### src/rtl/mem_wb_pkg.sv
// mem_wb_pkg: shared types for the posted write buffer.
//   wb_state_e : bus-side FSM states (IDLE, WR_BUS, RD_BUS)
//   wb_entry_t : one buffered write {addr, data} at the default 32-bit width.
//                The FIFO declares its own copy of this layout sized by its
//                WIDTH parameter, so non-default widths are not tied to this one.
package mem_wb_pkg;

    typedef enum logic [1:0] {
        IDLE   = 2'd0,
        WR_BUS = 2'd1,
        RD_BUS = 2'd2
    } wb_state_e;

    localparam int WB_WIDTH = 32;

    typedef struct packed {
        logic [WB_WIDTH-1:0] addr;
        logic [WB_WIDTH-1:0] data;
    } wb_entry_t;

endpackage

### src/rtl/mem_write_buffer_fifo.sv
// wb_fifo: circular FIFO of posted writes {addr, data}.
// Optional feature macro: WB_READ_BYPASS_EN (adds match_addr / addr_hit).
// Ports:
//   clk, rst                  clock, synchronous active-low reset
//   push, push_addr/data      enqueue (ignored while full)
//   pop                       dequeue head (ignored while empty)
//   head_addr, head_data      oldest entry
//   full, empty, count        occupancy
//   match_addr, addr_hit      (bypass builds) match against every valid entry
module wb_fifo #(
    parameter  int WIDTH = 32,
    parameter  int DEPTH = 4,
    localparam int PTR_W = $clog2(DEPTH),
    localparam int CNT_W = PTR_W + 1
) (
    input  logic             clk,
    input  logic             rst,
    input  logic             push,
    input  logic [WIDTH-1:0] push_addr,
    input  logic [WIDTH-1:0] push_data,
    input  logic             pop,
    output logic [WIDTH-1:0] head_addr,
    output logic [WIDTH-1:0] head_data,
    output logic             full,
    output logic             empty,
    output logic [CNT_W-1:0] count
`ifdef WB_READ_BYPASS_EN
    ,
    input  logic [WIDTH-1:0] match_addr,
    output logic             addr_hit
`endif
);

    typedef struct packed {
        logic [WIDTH-1:0] addr;
        logic [WIDTH-1:0] data;
    } entry_t;

    entry_t           mem_q [DEPTH];
    entry_t           mem_d [DEPTH];
    logic [PTR_W-1:0] head_q, head_d;
    logic [PTR_W-1:0] tail_q, tail_d;
    logic [CNT_W-1:0] count_q, count_d;
    logic             do_push, do_pop;

    assign full      = (count_q == CNT_W'(DEPTH));
    assign empty     = (count_q == '0);
    assign count     = count_q;
    assign head_addr = mem_q[head_q].addr;
    assign head_data = mem_q[head_q].data;

    // full/empty are start-of-cycle values, so a push into a full FIFO is
    // refused even when a pop happens in the same cycle (no fall-through).
    always_comb begin
        do_push = push && !full;
        do_pop  = pop && !empty;
        mem_d   = mem_q;
        head_d  = head_q;
        tail_d  = tail_q;
        count_d = count_q;
        if (do_push) begin
            mem_d[tail_q] = '{addr: push_addr, data: push_data};
            tail_d        = tail_q + PTR_W'(1);
        end
        if (do_pop) begin
            head_d = head_q + PTR_W'(1);
        end
        case ({do_push, do_pop})
            2'b10:   count_d = count_q + CNT_W'(1);
            2'b01:   count_d = count_q - CNT_W'(1);
            default: count_d = count_q;
        endcase
    end

    always_ff @(posedge clk) begin
        if (!rst) begin
            head_q  <= '0;
            tail_q  <= '0;
            count_q <= '0;
        end else begin
            head_q  <= head_d;
            tail_q  <= tail_d;
            count_q <= count_d;
        end
    end

    // Storage needs no reset: occupancy alone decides which slots are valid.
    always_ff @(posedge clk) begin
        mem_q <= mem_d;
    end

`ifdef WB_READ_BYPASS_EN
    // Slot i is valid when its distance from head is below count.
    logic [PTR_W-1:0] offs;
    always_comb begin
        addr_hit = 1'b0;
        offs     = '0;
        for (int i = 0; i < DEPTH; i++) begin
            offs = PTR_W'(i) - head_q;
            if (({1'b0, offs} < count_q) && (mem_q[i].addr == match_addr)) begin
                addr_hit = 1'b1;
            end
        end
    end
`endif

endmodule

### src/rtl/mem_write_buffer.sv
// mem_write_buffer: posted write buffer between the cache controller's memory
// handshake and the main-memory bus. Writes are acknowledged one cycle after
// acceptance and drained in order; reads are ordered behind buffered writes.
// Optional feature macro: WB_READ_BYPASS_EN -- a read whose address matches no
// buffered entry may go to the bus ahead of the buffered writes.
// Ports:
//   clk, rst                     clock, synchronous active-low reset
//   address, wdata               request from cache controller
//   mem_read, mem_write          level requests, held until mem_ready
//   mem_ready, mem_rdata         registered completion pulse / read data
//   bus_req, bus_we, bus_addr,
//   bus_wdata, bus_ack, bus_rdata memory bus
//   full, empty, count           buffer occupancy
//
// state  | meaning
// IDLE   | no bus transfer; choose read or head write
// WR_BUS | head entry on the bus, popped on bus_ack
// RD_BUS | read of `address` on the bus, data captured on bus_ack
module mem_write_buffer #(
    parameter int WIDTH = 32,
    parameter int DEPTH = 4
) (
    input  logic                     clk,
    input  logic                     rst,
    input  logic [WIDTH-1:0]         address,
    input  logic [WIDTH-1:0]         wdata,
    input  logic                     mem_read,
    input  logic                     mem_write,
    output logic                     mem_ready,
    output logic [WIDTH-1:0]         mem_rdata,
    output logic                     bus_req,
    output logic                     bus_we,
    output logic [WIDTH-1:0]         bus_addr,
    output logic [WIDTH-1:0]         bus_wdata,
    input  logic                     bus_ack,
    input  logic [WIDTH-1:0]         bus_rdata,
    output logic                     full,
    output logic                     empty,
    output logic [$clog2(DEPTH):0]   count
);

    import mem_wb_pkg::*;

    wb_state_e          state_q, state_d;
    logic               mem_ready_q, mem_ready_d;
    logic [WIDTH-1:0]   mem_rdata_q, mem_rdata_d;
    logic               push, pop;
    logic               rd_pending, rd_go;
    logic [WIDTH-1:0]   head_addr, head_data;

    // mem_ready_q blocks a second push while the requester still holds
    // mem_write during the acknowledge cycle.
    assign push = mem_write && !full && !mem_ready_q;

    // A read seen together with a write is ignored until the write is acked.
    assign rd_pending = mem_read && !mem_write && !mem_ready_q;

`ifdef WB_READ_BYPASS_EN
    logic addr_hit;
    assign rd_go = rd_pending && (empty || !addr_hit);
`else
    assign rd_go = rd_pending && empty;
`endif

    wb_fifo #(
        .WIDTH (WIDTH),
        .DEPTH (DEPTH)
    ) u_fifo (
        .clk        (clk),
        .rst        (rst),
        .push       (push),
        .push_addr  (address),
        .push_data  (wdata),
        .pop        (pop),
        .head_addr  (head_addr),
        .head_data  (head_data),
        .full       (full),
        .empty      (empty),
        .count      (count)
`ifdef WB_READ_BYPASS_EN
        ,
        .match_addr (address),
        .addr_hit   (addr_hit)
`endif
    );

    // Bus outputs decode from the state register only; head and address are
    // stable while a transfer is outstanding, so the bus fields stay stable.
    always_comb begin
        state_d     = state_q;
        pop         = 1'b0;
        mem_ready_d = push;
        mem_rdata_d = mem_rdata_q;
        bus_req     = 1'b0;
        bus_we      = 1'b0;
        bus_addr    = '0;
        bus_wdata   = '0;
        unique case (state_q)
            IDLE: begin
                if (rd_go) begin
                    state_d = RD_BUS;
                end else if (!empty) begin
                    state_d = WR_BUS;
                end
            end
            WR_BUS: begin
                bus_req   = 1'b1;
                bus_we    = 1'b1;
                bus_addr  = head_addr;
                bus_wdata = head_data;
                if (bus_ack) begin
                    pop     = 1'b1;
                    state_d = IDLE;
                end
            end
            RD_BUS: begin
                bus_req  = 1'b1;
                bus_addr = address;
                if (bus_ack) begin
                    mem_rdata_d = bus_rdata;
                    mem_ready_d = 1'b1;
                    state_d     = IDLE;
                end
            end
            default: state_d = IDLE;
        endcase
    end

    always_ff @(posedge clk) begin
        if (!rst) begin
            state_q     <= IDLE;
            mem_ready_q <= 1'b0;
            mem_rdata_q <= '0;
        end else begin
            state_q     <= state_d;
            mem_ready_q <= mem_ready_d;
            mem_rdata_q <= mem_rdata_d;
        end
    end

    assign mem_ready = mem_ready_q;
    assign mem_rdata = mem_rdata_q;

endmodule
### config.mk
export PLATFORM = sky130hd
export DESIGN_NAME = mem_write_buffer
export DESIGN_NICKNAME = d
export VERILOG_FILES = /design/src/rtl/mem_wb_pkg.sv /design/src/rtl/mem_write_buffer_fifo.sv /design/src/rtl/mem_write_buffer.sv
export SDC_FILE = /design/constraint.sdc
export NUM_CORES = 1
export LEC_CHECK = 0
export BUFFER_PORTS_ARGS = -buffer_cell sky130_fd_sc_hd__buf_2
export CAP_MARGIN = 20
export CORE_ASPECT_RATIO = 1.5
export CORE_MARGIN = 1.5
export CORE_UTILIZATION = 25
export DETAILED_ROUTE_END_ITERATION = 16
export PLACE_DENSITY = 0.46
export RECOVER_POWER = 25
export SLEW_MARGIN = 30
export SYNTH_ARGS = -nofsm -noshare
export SYNTH_HDL_FRONTEND = slang
export SYNTH_HIERARCHICAL = 1
export SYNTH_SLANG_ARGS = --single-unit
### constraint.sdc
create_clock -name clk -period 7.5 [get_ports clk]
set_input_delay 0 -clock clk [delete_from_list [all_inputs] [get_ports clk]]
set_output_delay 0 -clock clk [all_outputs]
set_load 0.01 [all_outputs]
# ---- Word-level counts from Yosys, hierarchy flattened
# Index checks and enable logic that the tools add are counted.
dict set report totals {
  input_bits 101
  out_inout_bits 104
  register_bits 298
}
dict set report classes {
  n_addsub 4
  magnitude_cmp 3
  n_bitwise 2
  n_eq_ne 7
  reduce_logical 18
  n_mux 19
}
# operator n
set op_table {}
lappend op_table {{bitwise mux 256 bit} 1}
lappend op_table {{two-way mux 64 bit} 3}
lappend op_table {{binary-select mux 64 bit (select 2 bit)} 1}
lappend op_table {{demux 64 bit (select 2 bit)} 1}
lappend op_table {{one-hot mux 32 bit (2 select lines)} 1}
lappend op_table {{two-way mux 32 bit} 1}
lappend op_table {{logical AND 1 bit} 8}
lappend op_table {{>= comparator 3 bit, second input constant} 2}
lappend op_table {{two-way mux 1 bit} 6}
lappend op_table {{two-way mux 2 bit} 3}
lappend op_table {{inverter 2 -> 3 bit} 2}
lappend op_table {{one-hot mux 3 bit (2 select lines)} 1}
lappend op_table {{adder 2 x 1 -> 2 bit, second input constant} 2}
lappend op_table {{equality test 2 x 1 -> 1 bit, second input constant} 2}
lappend op_table {{equality test 2 bit, second input constant} 2}
lappend op_table {{logical NOT 1 bit} 4}
lappend op_table {{one-hot mux 2 bit (2 select lines)} 1}
lappend op_table {{AND reduction 2 bit} 2}
lappend op_table {{adder 3 x 1 -> 3 bit, second input constant} 1}
lappend op_table {{equality test 3 bit, second input constant} 1}
lappend op_table {{logical NOT 3 bit} 1}
lappend op_table {{< comparator 3 x 1 -> 1 bit, second input constant} 1}
lappend op_table {{inequality test 3 bit, second input constant} 1}
lappend op_table {{subtractor 3 x 1 -> 3 bit, second input constant} 1}
lappend op_table {{other kinds (4)} 4}

# ---- Logic depth before layout (Yosys ltp)
dict set report depth {
  word_depth 7
  mapped_depth 12
  mapped_depth_nobuf 10
}

# ---- By module
# Netlist, hierarchy kept.
# module cells_per_inst instances area_per_inst_um2
set modules_own_cells {}
lappend modules_own_cells {wb_fifo 386 1 9715.6}
lappend modules_own_cells {mem_write_buffer 273 1 2125.8}

# ---- Worst setup path after synthesis
# Ideal clock, no wire load.
dict set report synth_timing {
  path_kind {reg2reg}
  start {register u_fifo.count_q[0], in the netlist u_fifo/count[0]}
  end {register u_fifo/mem_q[0] in the netlist's numbering (enable)}
  setup_slack_ps 4370
  setup_time_ps 429
  stages_incl_launch_ff 6
  period_less_slack_ps 3130
  path_buffers 1
  required_time_ps 7071
  arrival_time_ps 2701
  cell_sequence {dfxtp_1 -> nor3b_1 -> nor3b_1 -> nor2b_1 -> clkbuf_1 -> and2_1}
}
dict set report synth_between {
  elab_chain_len 5
}
# element line_no
set synth_lines {}
lappend synth_lines {{start, declared} mem_write_buffer_fifo.sv:43} ;# logic [CNT_W-1:0] count_q, count_d;
lappend synth_lines {{start signal, assigned} mem_write_buffer_fifo.sv:83} ;# count_q <= count_d;
lappend synth_lines {{equality test 3 bit} mem_write_buffer_fifo.sv:46} ;# assign full = (count_q == CNT_W'(DEPTH));
lappend synth_lines {{via full} mem_write_buffer.sv:37} ;# output logic full,
lappend synth_lines {{logical NOT 1 bit} mem_write_buffer.sv:53} ;# assign push = mem_write && !full && !mem_ready_q;
lappend synth_lines {{logical AND 1 bit (2 in series)} mem_write_buffer.sv:53}
lappend synth_lines {{via push} mem_write_buffer.sv:47} ;# logic push, pop;
lappend synth_lines {{logical AND 1 bit} mem_write_buffer_fifo.sv:55} ;# do_push = push && !full;
lappend synth_lines {{end signal, assigned} mem_write_buffer_fifo.sv:89} ;# mem_q <= mem_d;
lappend synth_lines {{end, declared} mem_write_buffer_fifo.sv:39} ;# entry_t mem_q [DEPTH];
# The timed path passes the listed nets, and every way through them passes these cells.
# A chain may end at the register's enable or synchronous reset.

# ---- Worst setup path after layout
dict set report layout_timing {
  start {register u_fifo.head_q[0]}
  end {output port bus_addr[14]}
}
dict set report layout_between {
  elab_chain_len 5
}
# element line_no
set layout_lines {}
lappend layout_lines {{start, declared} mem_write_buffer_fifo.sv:41} ;# logic [PTR_W-1:0] head_q, head_d;
lappend layout_lines {{start signal, assigned} mem_write_buffer_fifo.sv:77} ;# head_q <= '0;
lappend layout_lines {{start signal, assigned} mem_write_buffer_fifo.sv:81} ;# head_q <= head_d;
lappend layout_lines {{inverter 2 -> 3 bit (not written as such)} mem_write_buffer_fifo.sv:49} ;# assign head_addr = mem_q[head_q].addr;
lappend layout_lines {{binary-select mux 64 bit (select 2 bit)} mem_write_buffer_fifo.sv:49}
lappend layout_lines {{two-way mux 64 bit (not written as such) (2 in series)} mem_write_buffer_fifo.sv:49}
lappend layout_lines {{via head_addr[14]} mem_write_buffer.sv:49} ;# logic [WIDTH-1:0] head_addr, head_data;
lappend layout_lines {{one-hot mux 32 bit (2 select lines)} mem_write_buffer.sv:98} ;# unique case (state_q)
lappend layout_lines {{end, declared} mem_write_buffer.sv:33} ;# output logic [WIDTH-1:0] bus_addr,
# The timed path passes the listed nets, and every way through them passes these cells. The select of a mux whose other input is x is not followed.

==> run_results.csv <==
group,metric,value,unit
status,status,"finished, final reports clean",
floorplan,rows,97,
placement,port_buffers,204,
placement,dp_hpwl,17600,um
routing,drc,0,
routing,wl_per_cell,18.2,um
floorplan,start_util,25.3,%
synthesis,synth_area,11800,sq um
floorplan,fp.dieW,181,um
sta,min_period,3.23,ns
synthesis,synth_ff_type,"edfxtp_1",
setup_path,critPathRequiredTime,7.50,ns
sta,tightestPinTransition,0.882,ns
floorplan,chipHeight,270,um
cts,post_cts_buffers,0,
synthesis,synth_edf_count,256,
floorplan,core,46700,sq um
sta,rsz0062_at_grt,"false",
cts,cts_tree,"yes",
power,ir_drop,141,uV
cts,insertion_delay,0.55,ns
grt,grt_usage,11.7,%
sta,maxSlewViolCount,0,
synthesis,yosysUniqueCellTypes,33,
power,power_density,256,nW/um^2
setup_path,crit_path_start_kind,"flip-flop",
cts,numCtsBuffers,29,
layout,post_route_cells_drive_above_1_share,32.0,%
sta,fin_setup_tns,0,ns
cts,root_buffer,"clkbuf_16",
synthesis,yosysWarnings,6,
power,power,3.92,mW
routing,routed_wl,28700,um
setup_path,cp_max_fo,35,
floorplan,io-pin-count,205,
routing,ant_nets,0,
placement,gp_congestion,0.665,
power,p_leak,5.17,nW
sta,fmax,309,MHz
setup_path,worst_setup_path_end_kind,"output port",
synthesis,syn_inst,659,
setup_path,cpMaxStageDelayCell,"dfxtp_4",
grt,grt_start_max_net_pins,67,
setup_path,path_class,"reg -> out",
cts,cts_htree_levels,1,
cts,cts_buffer_depth,3,
routing,via_count,6810,
layout,final_common_cell,"edfxtp_1",
synthesis,syn_area_per_cell,18.0,sq um
layout,mostFrequentLayoutCells,"edfxtp_1 (256), buf_2 (161), dlygate4sd3_1 (102)",
setup_path,path_cells,"buf_4 -> mux4_2 -> a22oi_1 -> nor2b_1 -> buf_2",
grt,grt_pass1_vias,7518,
setup_path,critPathMaxStageDelay,0.79,ns
layout,nets,1075,
layout,antenna_cells,0,
grt,grt_pass1_wl,43900,um
grt,gr-total-overflow,0,
grt,antenna_found_initial,0,
routing,firstDrtPassIters,4,
sta,hold_viol_final,0,
sta,finClkSkew,0.0181,ns
routing,drtIter0Drc,374,
sta,setup_viol,0,
layout,area_growth,29.1,%
run,drv_cap,0,
cts,cts_sinks,298,
synthesis,syn_nets,769,
synthesis,seq_area_frac_synth,72.0,%
synthesis,synthArstFlopShare,0,%
floorplan,die_area,48700,sq um
sta,fin_crit_sh,43.1,%
synthesis,ys_ff_latch,298,
setup_path,arrival,3.23,ns
cts,clk_pin_slew_worst_paths,0.06,ns
hold_path,hp-class,"in -> reg",
sta,relSlewSlack,41.2,%
cts,cts.repair.resized,0,
routing,vias_per_cell,4.31,
## logic make-up (layout without fill, tap and decap cells)
kind of cell	count (synthesis)	count (layout)	share of synthesized area [%]
flops	298	298	72.0
simple gates	160	160	6.90
compound gates	73	73	4.77
mux	67	67	12.4
buf+inv	50	378	2.73
fa+ha+maj	9	9	1.01
xor+xnor	2	2	0.148
## state kept, by name, summed over array words and instances, names as in the netlist
register,count
mem_rdata,32
mem_ready,1
state_q,2
u_fifo/count,3
u_fifo/head_q,2
u_fifo/mem_q,256
u_fifo/tail_q,2
## area by class of cell
cell class                 count  area [sq um]
fill                        4565         31400
tap                          594           743
timing repair buffer         316          2070
clock buffer                  34           744
multi-input combinational    311          3010
inverter                       9          33.8
sequential                   298          8540
clock inverter                19           145
## worst max-delay path, delay by kind of cell, from the launching register on
kind	cells	cell delay, ns
compound gates	1	0.29
buf+inv	2	0.84
flops	1	0.79
mux	1	0.58
simple gates	1	0.09
## final timing paths
path | cells after the start | slack (ns) | from | end
max | 5 | 4.27 | u_fifo/head_q[0]$_SDFFE_PN0P_ | bus_addr[14]
min reg2reg | 2 | 0.45 | mem_rdata[10]$_SDFFE_PN0P_ | mem_rdata[10]$_SDFFE_PN0P_
min | 4 | 0.24 | bus_rdata[10] | mem_rdata[10]$_SDFFE_PN0P_
max reg2reg | 11 | 4.64 | state_q[1]$_SDFFE_PN0P_ | u_fifo/count[2]$_SDFFE_PN0P_
## cell usage after synthesis (3+ instances only)
library cell / instances / share of area [%]
buf_6: 4 / 0.38
buf_4: 6 / 0.38
buf_2: 14 / 0.59
nor2_1: 3 / 0.095
a21oi_1: 4 / 0.17
dfxtp_1: 42 / 7.1
nor2b_1: 33 / 1.7
inv_1: 8 / 0.25
edfxtp_1: 256 / 65
mux2i_1: 3 / 0.25
clkbuf_1: 12 / 0.38
nand2_1: 74 / 2.3
a21oi_2: 29 / 2.1
o21ai_0: 4 / 0.17
a22oi_1: 32 / 2.0
mux4_2: 64 / 12
ha_1: 8 / 0.85
nor3b_1: 3 / 0.19
buf_12: 4 / 0.68
and2_1: 40 / 2.1
## metrics by stage
stage	instance area (sq um)	cells	hold slack [ns]	utilization (%)	setup slack (ns)
final	15300	1581	0.239	32.7	4.27
after CTS	15300	1581	0.189	32.8	4.09
after global placement	13400	1426	0.217	28.7	4.63
after floorplan	11800	659	0.0989	-	4.37
after detailed placement	13400	1426	0.225	28.7	4.57
after global routing	15300	1581	0.225	32.7	4.01
## report_power, final
group,internal [mW],switching (mW)
logic,0.263,0.337
registers,1.90,0.0340
clock network,0.776,0.610
## what timing repair did
item                                    CTS  global route
endpoints found under the setup margin    0             0
hold buffers                            102             0
hold endpoints to repair                298             0
## routing by layer
| metal | up-vias | part of all wire (%) | track usage (%) |
|---|---|---|---|
| met5 | - | 0 | 0 |
| met4 | 0 | 2.3 | 4.00 |
| li1 | 3141 | - | - |
| met3 | 39 | 5.3 | 2.43 |
| met2 | 176 | 54 | 22.2 |
| met1 | 3454 | 38 | 12.8 |
Note: power is estimated with default switching activity, not from simulation.
